[config.mk]
export PLATFORM = sky130hd
export DESIGN_NAME = ex_operand_stage
export DESIGN_NICKNAME = d
export VERILOG_FILES = /design/src/rtl/cpu_pkg.sv /design/src/rtl/ex_fwd_sel.sv /design/src/rtl/ex_operand_stage.sv
export SDC_FILE = /design/constraint.sdc
export NUM_CORES = 1
export LEC_CHECK = 0
export BUFFER_PORTS_ARGS = -buffer_cell sky130_fd_sc_hd__buf_2
export CAP_MARGIN = 20
export CORE_MARGIN = 3
export CORE_UTILIZATION = 42
export CTS_BUF_LIST = sky130_fd_sc_hd__clkbuf_16
export DETAILED_ROUTE_END_ITERATION = 12
export PLACE_DENSITY_LB_ADDON = 0.15
export SLEW_MARGIN = 10
export SYNTH_ARGS = -nofsm -noshare
export SYNTH_HDL_FRONTEND = slang
export SYNTH_SLANG_ARGS = --single-unit
[constraint.sdc]
create_clock -name clk -period 1.6 [get_ports clk]
set_input_delay 0.08 -clock clk [delete_from_list [all_inputs] [get_ports clk]]
set_output_delay 0.08 -clock clk [all_outputs]
set_load 0.005 [all_outputs]
[src/rtl/cpu_pkg.sv]
// Shared definitions for the pipelined CPU: ALU opcodes, id_ctrl bit layout,
// the ID/EX latch record and its bubble value.
package cpu_pkg;

   localparam logic [3:0] ALUC_ADDU = 4'b0000;
   localparam logic [3:0] ALUC_SUBU = 4'b0001;
   localparam logic [3:0] ALUC_ADD  = 4'b0010;
   localparam logic [3:0] ALUC_SUB  = 4'b0011;
   localparam logic [3:0] ALUC_AND  = 4'b0100;
   localparam logic [3:0] ALUC_OR   = 4'b0101;
   localparam logic [3:0] ALUC_XOR  = 4'b0110;
   localparam logic [3:0] ALUC_NOR  = 4'b0111;
   localparam logic [3:0] ALUC_LUI  = 4'b1000;  // 100x
   localparam logic [3:0] ALUC_SLTU = 4'b1010;
   localparam logic [3:0] ALUC_SLT  = 4'b1011;
   localparam logic [3:0] ALUC_SLL  = 4'b1100;  // shifts occupy 11xx
   localparam logic [3:0] ALUC_SRL  = 4'b1101;
   localparam logic [3:0] ALUC_SRA  = 4'b1110;

   localparam int CTRL_ALU_SRC_IMM   = 0;
   localparam int CTRL_ALU_SRC_SHAMT = 1;
   localparam int CTRL_REG_WRITE     = 2;
   localparam int CTRL_MEM_READ      = 3;
   localparam int CTRL_MEM_WRITE     = 4;
   localparam int CTRL_WB_SEL_LSB    = 5;  // wb_sel occupies bits 7:5

   typedef struct packed {
      logic        valid;
      logic [7:0]  ctrl;
      logic [3:0]  aluc;
      logic [4:0]  shamt;
      logic [4:0]  rs;
      logic [4:0]  rt;
      logic [4:0]  rd;
      logic [31:0] imm;
      logic [31:0] rs_val;
      logic [31:0] rt_val;
   } ex_entry_t;

   // All-zero entry: invalid, no control side effects, aluc = ADDU.
   localparam ex_entry_t EX_BUBBLE = '0;

   // True when a nonzero destination is read by the instruction in ID.
   function automatic logic raw_match(input logic [4:0] rd,
                                      input logic [4:0] rs, input logic uses_rs,
                                      input logic [4:0] rt, input logic uses_rt);
      return (rd != 5'd0) && ((rd == rs && uses_rs) || (rd == rt && uses_rt));
   endfunction

endpackage

[src/rtl/ex_fwd_sel.sv]
// Three-way operand forward select: EX/MEM beats MEM/WB, register 0 is never
// forwarded.
module ex_fwd_sel (
   input  logic [4:0]  reg_num,
   input  logic [31:0] latched_val,
   input  logic [4:0]  mem_rd,
   input  logic        mem_reg_write,
   input  logic [31:0] mem_fwd_val,
   input  logic [4:0]  wb_rd,
   input  logic        wb_reg_write,
   input  logic [31:0] wb_val,
   output logic [31:0] operand
);

   always_comb begin
      operand = latched_val;
      if (reg_num != 5'd0) begin
         if (mem_reg_write && mem_rd == reg_num)
            operand = mem_fwd_val;
         else if (wb_reg_write && wb_rd == reg_num)
            operand = wb_val;
      end
   end

endmodule

[src/rtl/ex_operand_stage.sv]
// ID/EX register with load-use bubble insertion and ALU operand selection.
// Macro EX_FWD_EN enables the EX/MEM and MEM/WB forward muxes.
module ex_operand_stage
   import cpu_pkg::*;
(
   input  logic        clk,
   input  logic        rst,
   input  logic        stall,
   input  logic        flush,
   input  logic        id_valid,
   input  logic [31:0] id_rs_val,
   input  logic [31:0] id_rt_val,
   input  logic [31:0] id_imm,
   input  logic [4:0]  id_shamt,
   input  logic [3:0]  id_aluc,
   input  logic [4:0]  id_rs,
   input  logic [4:0]  id_rt,
   input  logic [4:0]  id_rd,
   input  logic        id_uses_rs,
   input  logic        id_uses_rt,
   input  logic [7:0]  id_ctrl,
   input  logic [4:0]  mem_rd,
   input  logic        mem_reg_write,
   input  logic [31:0] mem_fwd_val,
   input  logic [4:0]  wb_rd,
   input  logic        wb_reg_write,
   input  logic [31:0] wb_val,
   output logic        stall_req,
   output logic [31:0] alu_a,
   output logic [31:0] alu_b,
   output logic [3:0]  alu_aluc,
   output logic [31:0] ex_store_data,
   output logic [4:0]  ex_rd,
   output logic [7:0]  ex_ctrl,
   output logic        ex_valid
);

   ex_entry_t ex_reg;
   ex_entry_t ex_next;
   logic      load_use;

   always_comb begin
      ex_next        = EX_BUBBLE;
      ex_next.valid  = id_valid;
      ex_next.ctrl   = id_ctrl;
      ex_next.aluc   = id_aluc;
      ex_next.shamt  = id_shamt;
      ex_next.rs     = id_rs;
      ex_next.rt     = id_rt;
      ex_next.rd     = id_rd;
      ex_next.imm    = id_imm;
      ex_next.rs_val = id_rs_val;
      ex_next.rt_val = id_rt_val;
   end

   assign load_use = ex_reg.valid && ex_reg.ctrl[CTRL_MEM_READ] &&
                     raw_match(ex_reg.rd, id_rs, id_uses_rs, id_rt, id_uses_rt);

`ifdef EX_FWD_EN
   assign stall_req = load_use;
`else
   // Without forwarding every in-flight RAW producer must drain first.
   assign stall_req = load_use ||
      (ex_reg.valid && ex_reg.ctrl[CTRL_REG_WRITE] &&
       raw_match(ex_reg.rd, id_rs, id_uses_rs, id_rt, id_uses_rt)) ||
      (mem_reg_write && raw_match(mem_rd, id_rs, id_uses_rs, id_rt, id_uses_rt)) ||
      (wb_reg_write && raw_match(wb_rd, id_rs, id_uses_rs, id_rt, id_uses_rt));
`endif

   always_ff @(posedge clk) begin
      if (rst)
         ex_reg <= EX_BUBBLE;
      else if (flush)
         ex_reg <= EX_BUBBLE;
      else if (stall)
         ex_reg <= ex_reg;
      else if (stall_req)
         ex_reg <= EX_BUBBLE;
      else
         ex_reg <= ex_next;
   end

   // Index 0 is the rs operand, index 1 the rt operand.
   logic [31:0] src_val [2];
   logic [31:0] fwd_val [2];

   assign src_val[0] = ex_reg.rs_val;
   assign src_val[1] = ex_reg.rt_val;

`ifdef EX_FWD_EN
   logic [4:0] src_num [2];
   assign src_num[0] = ex_reg.rs;
   assign src_num[1] = ex_reg.rt;
`else
   logic unused_fwd_inputs;
   assign unused_fwd_inputs = ^{mem_fwd_val, wb_val, ex_reg.rs, ex_reg.rt};
`endif

   generate
      for (genvar gi = 0; gi < 2; gi++) begin : g_operand
`ifdef EX_FWD_EN
         ex_fwd_sel u_fwd_sel (
            .reg_num       (src_num[gi]),
            .latched_val   (src_val[gi]),
            .mem_rd        (mem_rd),
            .mem_reg_write (mem_reg_write),
            .mem_fwd_val   (mem_fwd_val),
            .wb_rd         (wb_rd),
            .wb_reg_write  (wb_reg_write),
            .wb_val        (wb_val),
            .operand       (fwd_val[gi])
         );
`else
         assign fwd_val[gi] = src_val[gi];
`endif
      end
   endgenerate

   assign alu_a         = ex_reg.ctrl[CTRL_ALU_SRC_SHAMT] ? {27'b0, ex_reg.shamt} : fwd_val[0];
   assign alu_b         = ex_reg.ctrl[CTRL_ALU_SRC_IMM] ? ex_reg.imm : fwd_val[1];
   assign alu_aluc      = ex_reg.aluc;
   assign ex_store_data = fwd_val[1];
   assign ex_rd         = ex_reg.rd;
   assign ex_ctrl       = ex_reg.ctrl;
   assign ex_valid      = ex_reg.valid;

endmodule

==> results of run 1 <==
-- synth_stat cells, drive strengths merged --
| master | n |
|---|---|
| o221ai | 1 |
| nand2 | 238 |
| nor4 | 6 |
| clkbuf | 37 |
| o22ai | 1 |
| a21oi | 1 |
| mux2 | 37 |
| nor3b | 1 |
| buf | 71 |
| or2 | 1 |
| or4 | 3 |
| nor3 | 1 |
| xor2 | 24 |
| a32oi | 2 |
| o31ai | 119 |
| o21ai | 2 |
| and2 | 2 |
| nand3 | 2 |
| xnor2 | 6 |
| dfxtp | 119 |
| nor2b | 27 |
-- through the flow --
step	setup TNS, ns	worst slack (ns)	total power, W	instance area (sq um)	instances
after floorplan	-4.119	-0.05149	0.003642	6492	701
after global placement	-15.38	-0.1515	0.004052	8033	1101
after detailed placement	-20.64	-0.2359	0.004073	8033	1101
after CTS	-46.78	-0.4977	0.007868	10150	1265
after global routing	-48.63	-0.5505	0.008254	11030	1274
final	-41.62	-0.4905	0.007967	11030	1274
-- layer usage --
layer	global-route usage [%]	vias up	wire length, microns
met5	0	-	0
met4	10.39	0	643
met3	6.058	51	1322
met2	42.12	262	11550
met1	27.28	3085	8689
li1	-	3098	-
-- power by group through the flow --
stage          combinational [W]  clock [W]  sequential (W)
6_report                 0.00128    0.00354         0.00315
5_1_grt                  0.00137    0.00373         0.00316
4_1_cts                  0.00115    0.00358         0.00314
3_5_place_dp            0.000871          0         0.00320
3_3_place_gp            0.000854          0         0.00320
2_1_floorplan           0.000463          0         0.00318
-- worst max path at each step --
stage	startpoint	to	slack [ns]	cells after the start
detailed placement	ex_rd[1]	ex_store_data[21]	-0.24	6
floorplan	ex_rd[3]	alu_aluc[0]	-0.05	6
global placement	mem_rd[1]	ex_store_data[4]	-0.15	7
finish	ex_rd[1]	stall_req	-0.49	9
global route	ex_rd[2]	ex_reg[69]	-0.55	9
CTS	ex_rd[1]	stall_req	-0.50	6
-- tightest hold or removal path, stage by stage --
cell and delay, ns:
buf_2 0.09, nor3_2 0.05, buf_12 0.18, nand2_1 0.11
o31ai_2 0.05
-- layout make-up --
cell class	count	area, sq um
clock buffer	17	425.4
clock inverter	15	120.1
fill	968	3775
multi-input combinational	474	4070
sequential	119	2390
tap	184	230.2
timing repair buffer	465	3799
-- kinds of logic after synthesis --
family	share of synthesized area, %
AOI/OAI and AO/OA	23.75
xor gates and xnor gates	4.056
buffers and inverters	11.03
DFF	36.77
muxes	6.431
and+or+nand+nor	17.96
-- timing repair --
item,in CTS,in global routing
resized for setup,32,126
buffers inserted,8,7
endpoints found under the setup margin,178,145
endpoints found under the hold margin,119,0
pin swaps,9,45
cloned,5,3
hold buffers,119,0
==> summary by stage, run 1 <==
STA
The number of slew-limit violations in the final report is 0. The worst path setup slack after routing is -0.4905 ns. Of the available clock period, the critical path in the final layout requires 130.7%. The final period demand of the worst path is 2.090 ns. The number of failing hold endpoints at the final stage was 0. Between clock sinks in the finished design, the worst skew comes to 0.008117 ns. Setup repair after global routing could not meet its margin everywhere. The pin slew with the least headroom to its limit is 0.5533 ns. Setup violations remaining at the end of the flow were counted as 120. Hold timing on the final database bottoms out at a slack of 0.2032 ns. The achievable clock frequency is 478.4 MHz. The remaining max-slew budget at the tightest pin is 63.12%.

Drt
For this block, the initial DRC count from the detailed router was 281. After detailed routing, the total wire length is 22,200 microns. The pre-antenna-repair detailed-routing pass consisted of 4 iterations.

The per-cell routed wire length is 17.42 microns. For this block, the via count after detailed routing is 6,496. The count of antenna-violating nets left after detailed routing is 0. The via-per-instance ratio is 5.099. The residual DRC count is 0.

Power and ir drop
The internal power is 0.006047 W. In this run the static leakage power is 4.889 nW. The power spent charging and discharging nets is 0.001921 W.

The part of the total power dissipated in sequential elements is 39.5%. The maximum vdd ir drop is 0.0006656 V. The clock network is responsible for 44.4% of the overall power. Per report_power, the combinational group accounts for 16.1% of the total. For this design the ratio of total power to cell area is 722.0 mW/mm^2.

Of the total power, the share spent switching nets is 24.10%.

Floorplanning
The initial utilization of the core area, before any placement, comes to 43.75%. The core area is 0.01481 sq mm. The total number of placement rows is 44. The area enclosed by the die boundary is 0.01695 sq mm. The height of the die is 130.2 microns.

The die boundary width is 130.2 microns. During I/O placement, the number of pins put on the boundary was 326.

Yosys
In the post-synthesis netlist, the biggest area contributors are dfxtp_1, o31ai_2, nand2_1. The synthesized netlist occupies a cell area of 0.006479 sq mm. When the netlist entered floorplanning its net count stood at 912. The post-synthesis cell type with the largest combined area is dfxtp_1. The synthesized flop and latch total is 119.

For this run, the register share of the synthesized area comes to 36.77%. Yosys mapped the design onto 25 distinct sky130hd cell types. The area share of the leading cell type in the synthesized netlist is 36.77%.

The cell count after synthesis is 701. Yosys printed 0 warnings. The average instance area after synthesis is 9.242 sq um.

Layout
From synthesis to final layout, the design area changed by 70.32%. The register with the most flip-flops in the layout has 69 of them. The final core utilization is 74.51%. Leaving out fill and tap cells, the most frequent cells in the layout are buf_2, nand2_1, dlygate4sd3_1, dfxtp_1, o31ai_4.

The library cell used most frequently in the layout, excluding fill and tap cells, is buf_2. The number of inserted diodes is 0. In the final layout, the share of cells above drive strength 1 is 49.08%. The net count of the finished layout is 1,288.

Worst hold path
The cell depth of the worst min-delay path is 5. The capture endpoint of the worst hold path is ex_ctrl[5]. In this run the worst hold path is classified as in2reg. The start point of the worst hold path is stall.

Global routing
The first-pass GRT wire length is 31,820 microns. The largest net degree at the start of global routing is 120. The total overflow left after global routing is 0. The initial antenna violation count is 0. The overall global routing resource usage is 23.90%. The number of global-route vias before repair is 6,542.

Worst setup path
In this run the critical register-to-register path is launched from ex_rd[1]. Counting stages on the worst path, the most repeated cell is buf_6. The reg-to-reg critical path endpoint is ex_store_data[2]. The master of the slowest instance on the critical path is dfxtp_2. The signal on the critical path passes through buf_6, buf_6, xor2_2, nor4_1, nand3_1, a21oi_4, buf_12, or2_1, buf_2. Of all nets on the critical path, the largest fanout is 3. The worst register-to-register path has a setup slack of -0.47 ns. The start-to-end type of the worst setup path is reg2out.

STA puts the critical path data required time at 1.52 ns. The worst setup path is captured at an output port. The kind of start point of the critical path is a register. Data arrives at the worst endpoint at 2.01 ns. The number of buffers and inverters on the critical path is 4.

On the worst path, the slowest cell contributes a delay of 0.32 ns. Counting cells, the worst reg-to-reg path comes to 9. The cell class contributing the biggest share of worst-path delay is buffers and inverters.

Clocking
TritonCTS built the clock tree. TritonCTS created 17 clock buffers. The buffer cell driving the clock tree root is clkbuf_16. The H-tree was split into 4 levels. The maximum root-to-sink buffer count is 2. After clock tree synthesis, the clock-pin slew on the worst setup and hold paths is 0.05 ns. CTS saw 119 sinks. The clock latency on the worst-skew pair is 0.42 ns.

Place
The placer congestion estimate is 0.8705. The HPWL after detailed placement is 13,300 microns. During placement, the flow inserted port buffers numbering 261.

Status
The checks that failed: setup timing. The flow ran to the end, but the final reports show violations.

Flow run
The count of max-cap constraint violations is 0.
Power figures use the tool's default switching activity.
==> run 2: changes to the inputs <==
CELL_PAD_IN_SITES_DETAIL_PLACEMENT = 2   (was not set)
CELL_PAD_IN_SITES_GLOBAL_PLACEMENT = 2   (was not set)
CORE_ASPECT_RATIO = 1.1   (was not set)
CORE_UTILIZATION = 23   (was 42)
SETUP_SLACK_MARGIN = 0.3   (was not set)
==> summary by stage, run 2 (synthesis gave the netlist of run 1 again) <==
Layout
The filler cells instantiated in the layout total 2,870. The fraction of layout cells with a size suffix above 1 is 51.42%. The register with the most flip-flops in the layout has 69 of them. The number of inserted diodes is 0.

Cells fill 41.85% of the core in the end. Leaving out fill and tap cells, the most frequent cell in the layout is nand2_1. The final layout contains 1,289 nets. In the layout the commonest cells are nand2_1, buf_2, dlygate4sd3_1, dfxtp_1, o31ai_2. The cell area after layout is 0.01145 sq mm. The area growth from synthesis to layout is 76.67%.

Place
The number of port buffers is 261. Detailed placement ended at an HPWL of 17,460 microns. The placer congestion estimate is 0.7363.

The pre-CTS setup slack is -0.2989 ns. Summing all placed instances gives a cell area of 0.008279 sq mm.

STA
Setup violations remaining at the end of the flow were counted as 120. The final period demand of the worst path is 2.075 ns. The number of slew-limit violations in the final report was 0. For the pin with the worst max-slew slack, the measured transition is 0.4484 ns. Setup repair after global routing could not meet its margin everywhere. The achievable clock frequency is 482.0 MHz. The clock skew after layout is 0.01239 ns. The portion of the clock cycle consumed by the worst path in the final layout is 129.7%. The number of failing hold endpoints at the final stage is 0.

The post-route setup TNS is -43.96 ns. The worst path setup slack after routing is -0.4748 ns. Measured against its own limit, the worst slew margin works out to 70.10%.

Floorplanning
The floorplan has 63 rows. Measured along the x axis, the die boundary spans 166.0 microns. The area enclosed by the die boundary is 0.03022 sq mm.

Once the floorplan was initialized, standard cells occupied 23.69% of the core. The height of the die is 182.0 microns. The core area is 0.02735 sq mm.

The number of top-level pins is 326.

Worst setup path
The cell class contributing the biggest share of worst-path delay is simple AND/OR/NAND/NOR gates. STA classifies the critical path endpoint as an output port. The critical path is of the reg2out type.

For this design, the slowest cell found on the critical path is or4_4. The worst setup path is launched from a register. For the worst setup path, the data required time is 1.52 ns.

Walking the worst path, the cells encountered are or4_4, o221ai_4, a21oi_4, buf_6, or2_1, buf_2. The launching instance or port of the critical path is ex_rd[3]. Data arrives at the worst endpoint at 1.99 ns. The startpoint identified for the worst register-to-register timing path is ex_rd[3]. Along the worst path, the maximum fanout reaches 4. The buffer and inverter count on the worst path is 2.

The stage delay of the slowest cell on the critical path is 0.56 ns.

Drt
The detailed-router iteration count before antenna repair is 4. Using the TritonRoute via totals, the vias-per-cell ratio works out to 4.419. The DRC violation total after the first TritonRoute iteration is 189. The detailed-route via count is 6,399. After detailed routing, the total wire length is 27,490 microns. The count of antenna-violating nets left after detailed routing is 0. The residual DRC count is 0. Dividing the detail-routed wire length by the instance count gives 18.98 microns.

Global routing
The first global-routing pass estimated 42,300 microns of wire. The initial antenna violation count was 0. The met2 capacity usage during global routing is 31.96%. The residual overflow from global routing is 0. Global routing used 3.767% of the available met3 tracks.

The largest net degree at the start of global routing is 62. The number of global-route vias before repair is 7,184. The layer with the highest usage after global routing is met2. The overall global routing resource usage is 17.71%.

Global routing used 21.52% of the available met1 tracks.

Clocking
In this run the clock root is driven by a clkbuf_16. In this run the number of H-tree levels came out at 4. Counting along the longest clock path gives a buffer depth of 2. Buffers inserted during clock tree synthesis total 17. The clock sink count is 119. The clock input transition at the sequential cells of the worst setup and hold paths is 0.06 ns. The clock latency on the worst-skew pair is 0.41 ns. The clock tree from TritonCTS is built.

Power and ir drop
For this design the ratio of total power to cell area is 768.0 mW/mm^2. The static leakage is 5.024 nW. Power comes to 0.008790 W.

The worst-case IR drop observed on VDD is 0.0005631 V.

Flow run
The tool flagged a number of max-cap violations equal to 0.

Status
The flow ran to the end, but the final reports show violations. The final reports fail on setup timing.

Worst hold path
The start point of the worst hold path is id_rt_val[30]. The worst min-delay path class is in2reg.
[run 2: cell count changes in the layout (fill, tap and decap cells not counted), sizes merged, moves of 3 or more]
cell,previous run,this run
bufbuf,0,8
clkinv,11,4
bufinv,2,5
clkbuf,20,17
inv,2,5
[run 2: area by class of cell]
type,instances,area [sq um],area share (%)
clock buffers,17,425.4,3.717
clock inverters,15,226.5,1.979
multi-input cells,474,3919,34.24
flip-flops and latches,119,2396,20.93
well taps,357,446.7,3.902
repair buffers,466,4033,35.23
[run 2: repair_timing]
action / 4_1_cts / 5_1_grt
hold buffers: 117 / 0
pin swaps: 16 / 2
endpoints found under the setup margin: 185 / 184
resized for setup: 96 / 74
hold endpoints to repair: 117 / 0
gates cloned: 13 / 0
setup buffers: 10 / 3
[run 2: worst min-delay path: cells and delay by family]
family / cells / cell delay (ns)
AO/OA/AOI/OAI: 1 / 0.07
buffers and inverters: 1 / 0.11
AND/OR/NAND/NOR: 1 / 0.14
[run 2: final timing paths]
| check | to | slack, ns | depth (start not counted) |
|---|---|---|---|
| setup / recovery | stall_req | -0.47 | 6 |
| hold / removal | ex_store_data[30] | 0.04 | 3 |
| setup reg to reg | ex_ctrl[6] | -0.46 | 7 |
| hold reg to reg | alu_aluc[3] | 0.45 | 2 |
[run 2: per-stage QoR]
stage | hold slack [ns] | cells
6_report | 0.03503 | 1448
5_1_grt | 0.01598 | 1448
3_3_place_gp | 0.3335 | 1273
3_5_place_dp | 0.3353 | 1273
4_1_cts | 0.005122 | 1445
2_1_floorplan | 0.2193 | 701
[run 2: power breakdown]
group | internal, W | total [W] | leakage, nW | switching [W]
clock network | 0.00278 | 0.00432 | 0.321 | 0.00154
registers | 0.00307 | 0.00314 | 0.973 | 0.0000740
logic | 0.000766 | 0.00133 | 3.73 | 0.000567
total | 0.00661 | 0.00879 | 5.02 | 0.00218
[run 2: metal layers]
layer / share of wire [%] / up-vias
met5: 0 / -
met4: 1.2 / 0
met3: 4.7 / 22
met2: 51 / 176
met1: 43 / 3101
li1: - / 3100
==> run 3: changes to the inputs <==
CORE_ASPECT_RATIO = not set   (was 1.1)
CORE_MARGIN = not set   (was 3)
==> summary by stage, run 3 (synthesis gave the netlist of run 1 again) <==
Status
The run finished, with violations left. The final reports fail on setup timing.

Power and ir drop
Combinational cells account for 17.4% of the total power. Cell internal power was estimated by the tool at 0.006309 W. The share of total power dissipated in the clock network is 45.2%.

In this run switching power makes up 25.00% of total power. In this run the static leakage power is 5.071 nW. In this run the power spent charging and discharging nets is 0.002103 W.

The part of the total power dissipated in sequential elements is 37.4%. The maximum vdd ir drop is 0.0004738 V. The total power density per cell area is 698.3 mW/mm^2.

Place
The HPWL after detailed placement is 17,540 microns. Routability-driven placement finished with a final weighted congestion of 0.7577. The number of port buffers is 261. The area after detailed placement is 0.008358 sq mm. The pre-CTS setup slack is -0.2916 ns.

The number of instances in the placed design is 1,291.

Worst setup path
The kind of start point of the critical path is a register. The master of the slowest instance on the critical path is or4_4. The stage delay of the slowest cell on the critical path is 0.55 ns. The arrival time of data at the critical path endpoint is 1.97 ns.

The number of gates on the worst path with buffers counted is 6. The signal on the critical path passes through or4_4, o221ai_4, a21oi_4, buf_12, or2_1, buf_2. The type of element capturing the critical path is an output port. The worst reg2reg path depth is 8.

The buffer and inverter count on the worst path is 2. Of all nets on the critical path, the largest fanout is 3. Among cell families on the critical path, the largest total delay comes from simple AND/OR/NAND/NOR gates. The data required time at the worst endpoint is 1.52 ns. The start-to-end type of the worst setup path is reg2out.

Layout
In the layout the commonest cells are nand2_1, buf_2, dlygate4sd3_1, dfxtp_1, o31ai_4. The area added between synthesis and finish is 85.96%. The cell area after layout is 0.01205 sq mm. The post-route netlist has 51.09% of its cells at a drive strength greater than 1. The net count of the finished layout is 1,298.

The library cell used most frequently in the layout, excluding fill and tap cells, is nand2_1. The finished layout holds 1,477 standard cells, fillers aside. The total of fill cells in the finished design is 2,917.

The register with the most flip-flops in the layout has 69 of them.

Drt
The first routing iteration left 187 violations. The per-cell routed wire length is 19.26 microns. The residual DRC count is 0.

The detailed-route via count is 6,511. The count of antenna-violating nets left after detailed routing is 0. Before antenna repair, the detailed router went through 4 iterations. In the routed layout, each cell is associated on average with a via count of 4.408. The routed design has 28,440 microns of wire.

Floorplanning
The total area inside the core boundary comes to 0.02778 sq mm. The die is 169.8 microns wide. The area enclosed by the die boundary is 0.02884 sq mm.

The height of the die is 169.8 microns. The floorplan has 61 rows. For this design the top-level I/O count stands at 326. The initial core utilization is 23.32%.

Global routing
The number of global-route vias before repair is 7,161. The first global-routing pass estimated 41,080 microns of wire. The total overflow left after global routing is 0.

The largest net degree at the start of global routing is 49. The overall global routing resource usage is 18.72%. The initial antenna violation count is 1.

Clocking
The maximum root-to-sink buffer count is 2. The tree is rooted in a clkbuf_16. The clock latency on the worst-skew pair is 0.41 ns. Clock tree synthesis found a total of 119 sinks. TritonCTS built the clock tree. The clock buffer count from CTS is 17. The clock input transition at the sequential cells of the worst setup and hold paths is 0.06 ns. CTS built an H-tree with a depth of 4.

STA
The clock skew after layout is 0.01369 ns. Setup repair after global routing could not meet its margin everywhere. The final setup violation count is 126. At the pin with the least slew margin, the transition time is 0.3062 ns.

Headroom to the max-slew limit came out at 79.40%. After layout, the worst setup slack is -0.4519 ns. After layout, the worst path uses 128.2% of the clock period.

In the final timing run, aggregate negative setup slack is -39.48 ns. The final period demand of the worst path is 2.052 ns. The number of failing hold endpoints at the final stage was 0.

Static timing analysis puts the maximum clock frequency at 487.3 MHz. On the final layout, the worst hold slack is 0.1806 ns. The number of slew-limit violations in the final report came to 0.

Flow run
The count of max-cap constraint violations is 0.

Worst hold path
The cell depth of the worst min-delay path is 5. In this run the worst hold path is classified as in2reg.
## run 3: final timing paths
path              startpoint         end  slack (ns)
setup reg to reg    ex_rd[1]  ex_reg[33]       -0.41
hold reg to reg   ex_reg[42]  ex_reg[42]        0.45
setup / recovery    ex_rd[1]   stall_req       -0.45
hold / removal         stall  ex_ctrl[4]        0.18
## run 3: worst register-to-register path, cell delays in order, from the launching register on
cell,delay (ns)
dfxtp_2,0.32
or4_4,0.55
o221ai_4,0.18
a21oi_4,0.06
buf_12,0.13
buf_4,0.13
clkbuf_16,0.16
buf_12,0.15
o31ai_2,0.25
## run 3: metal layers
metal / track usage [%] / up-vias / wire, microns
met5: 0 / - / 0
met4: 5.131 / 0 / 320
met3: 3.209 / 24 / 1166
met2: 33.41 / 167 / 14690
met1: 22.97 / 3197 / 12260
li1: - / 3123 / -
## run 3: power by group through the flow
stage                     Sequential, W  Clock (W)  Combinational [W]
after floorplan                 0.00318          0           0.000463
after global placement          0.00320          0           0.000931
after detailed placement        0.00320          0           0.000941
after CTS                       0.00314    0.00393            0.00134
after global routing            0.00316    0.00403            0.00156
final                           0.00315    0.00381            0.00146
## run 3: cell type report
| class | count | area [sq um] | share of cell area [%] |
|---|---|---|---|
| diodes | 1 | 2.502 | 0.02077 |
| clock buffers | 17 | 425.4 | 3.531 |
| clock inverters | 13 | 140.1 | 1.163 |
| multi-input cells | 474 | 4338 | 36.01 |
| flip-flops and latches | 119 | 2394 | 19.87 |
| well taps | 378 | 473.0 | 3.926 |
| repair buffers | 475 | 4275 | 35.49 |
## run 3: per-stage QoR
step / total power, W / utilization, %
after global placement: 0.004134 / 30.08
after global routing: 0.008751 / 43.37
after CTS: 0.008405 / 40.01
final: 0.008412 / 43.37
after floorplan: 0.003641 / -
after detailed placement: 0.004146 / 30.08
## run 3: what timing repair did
item / CTS / global route
setup endpoints to repair: 185 / 186
hold buffers: 119 / 0
gates resized for setup: 118 / 115
pin swaps: 4 / 63
gates cloned: 9 / 5
setup buffers: 17 / 5
endpoints found under the hold margin: 119 / 0
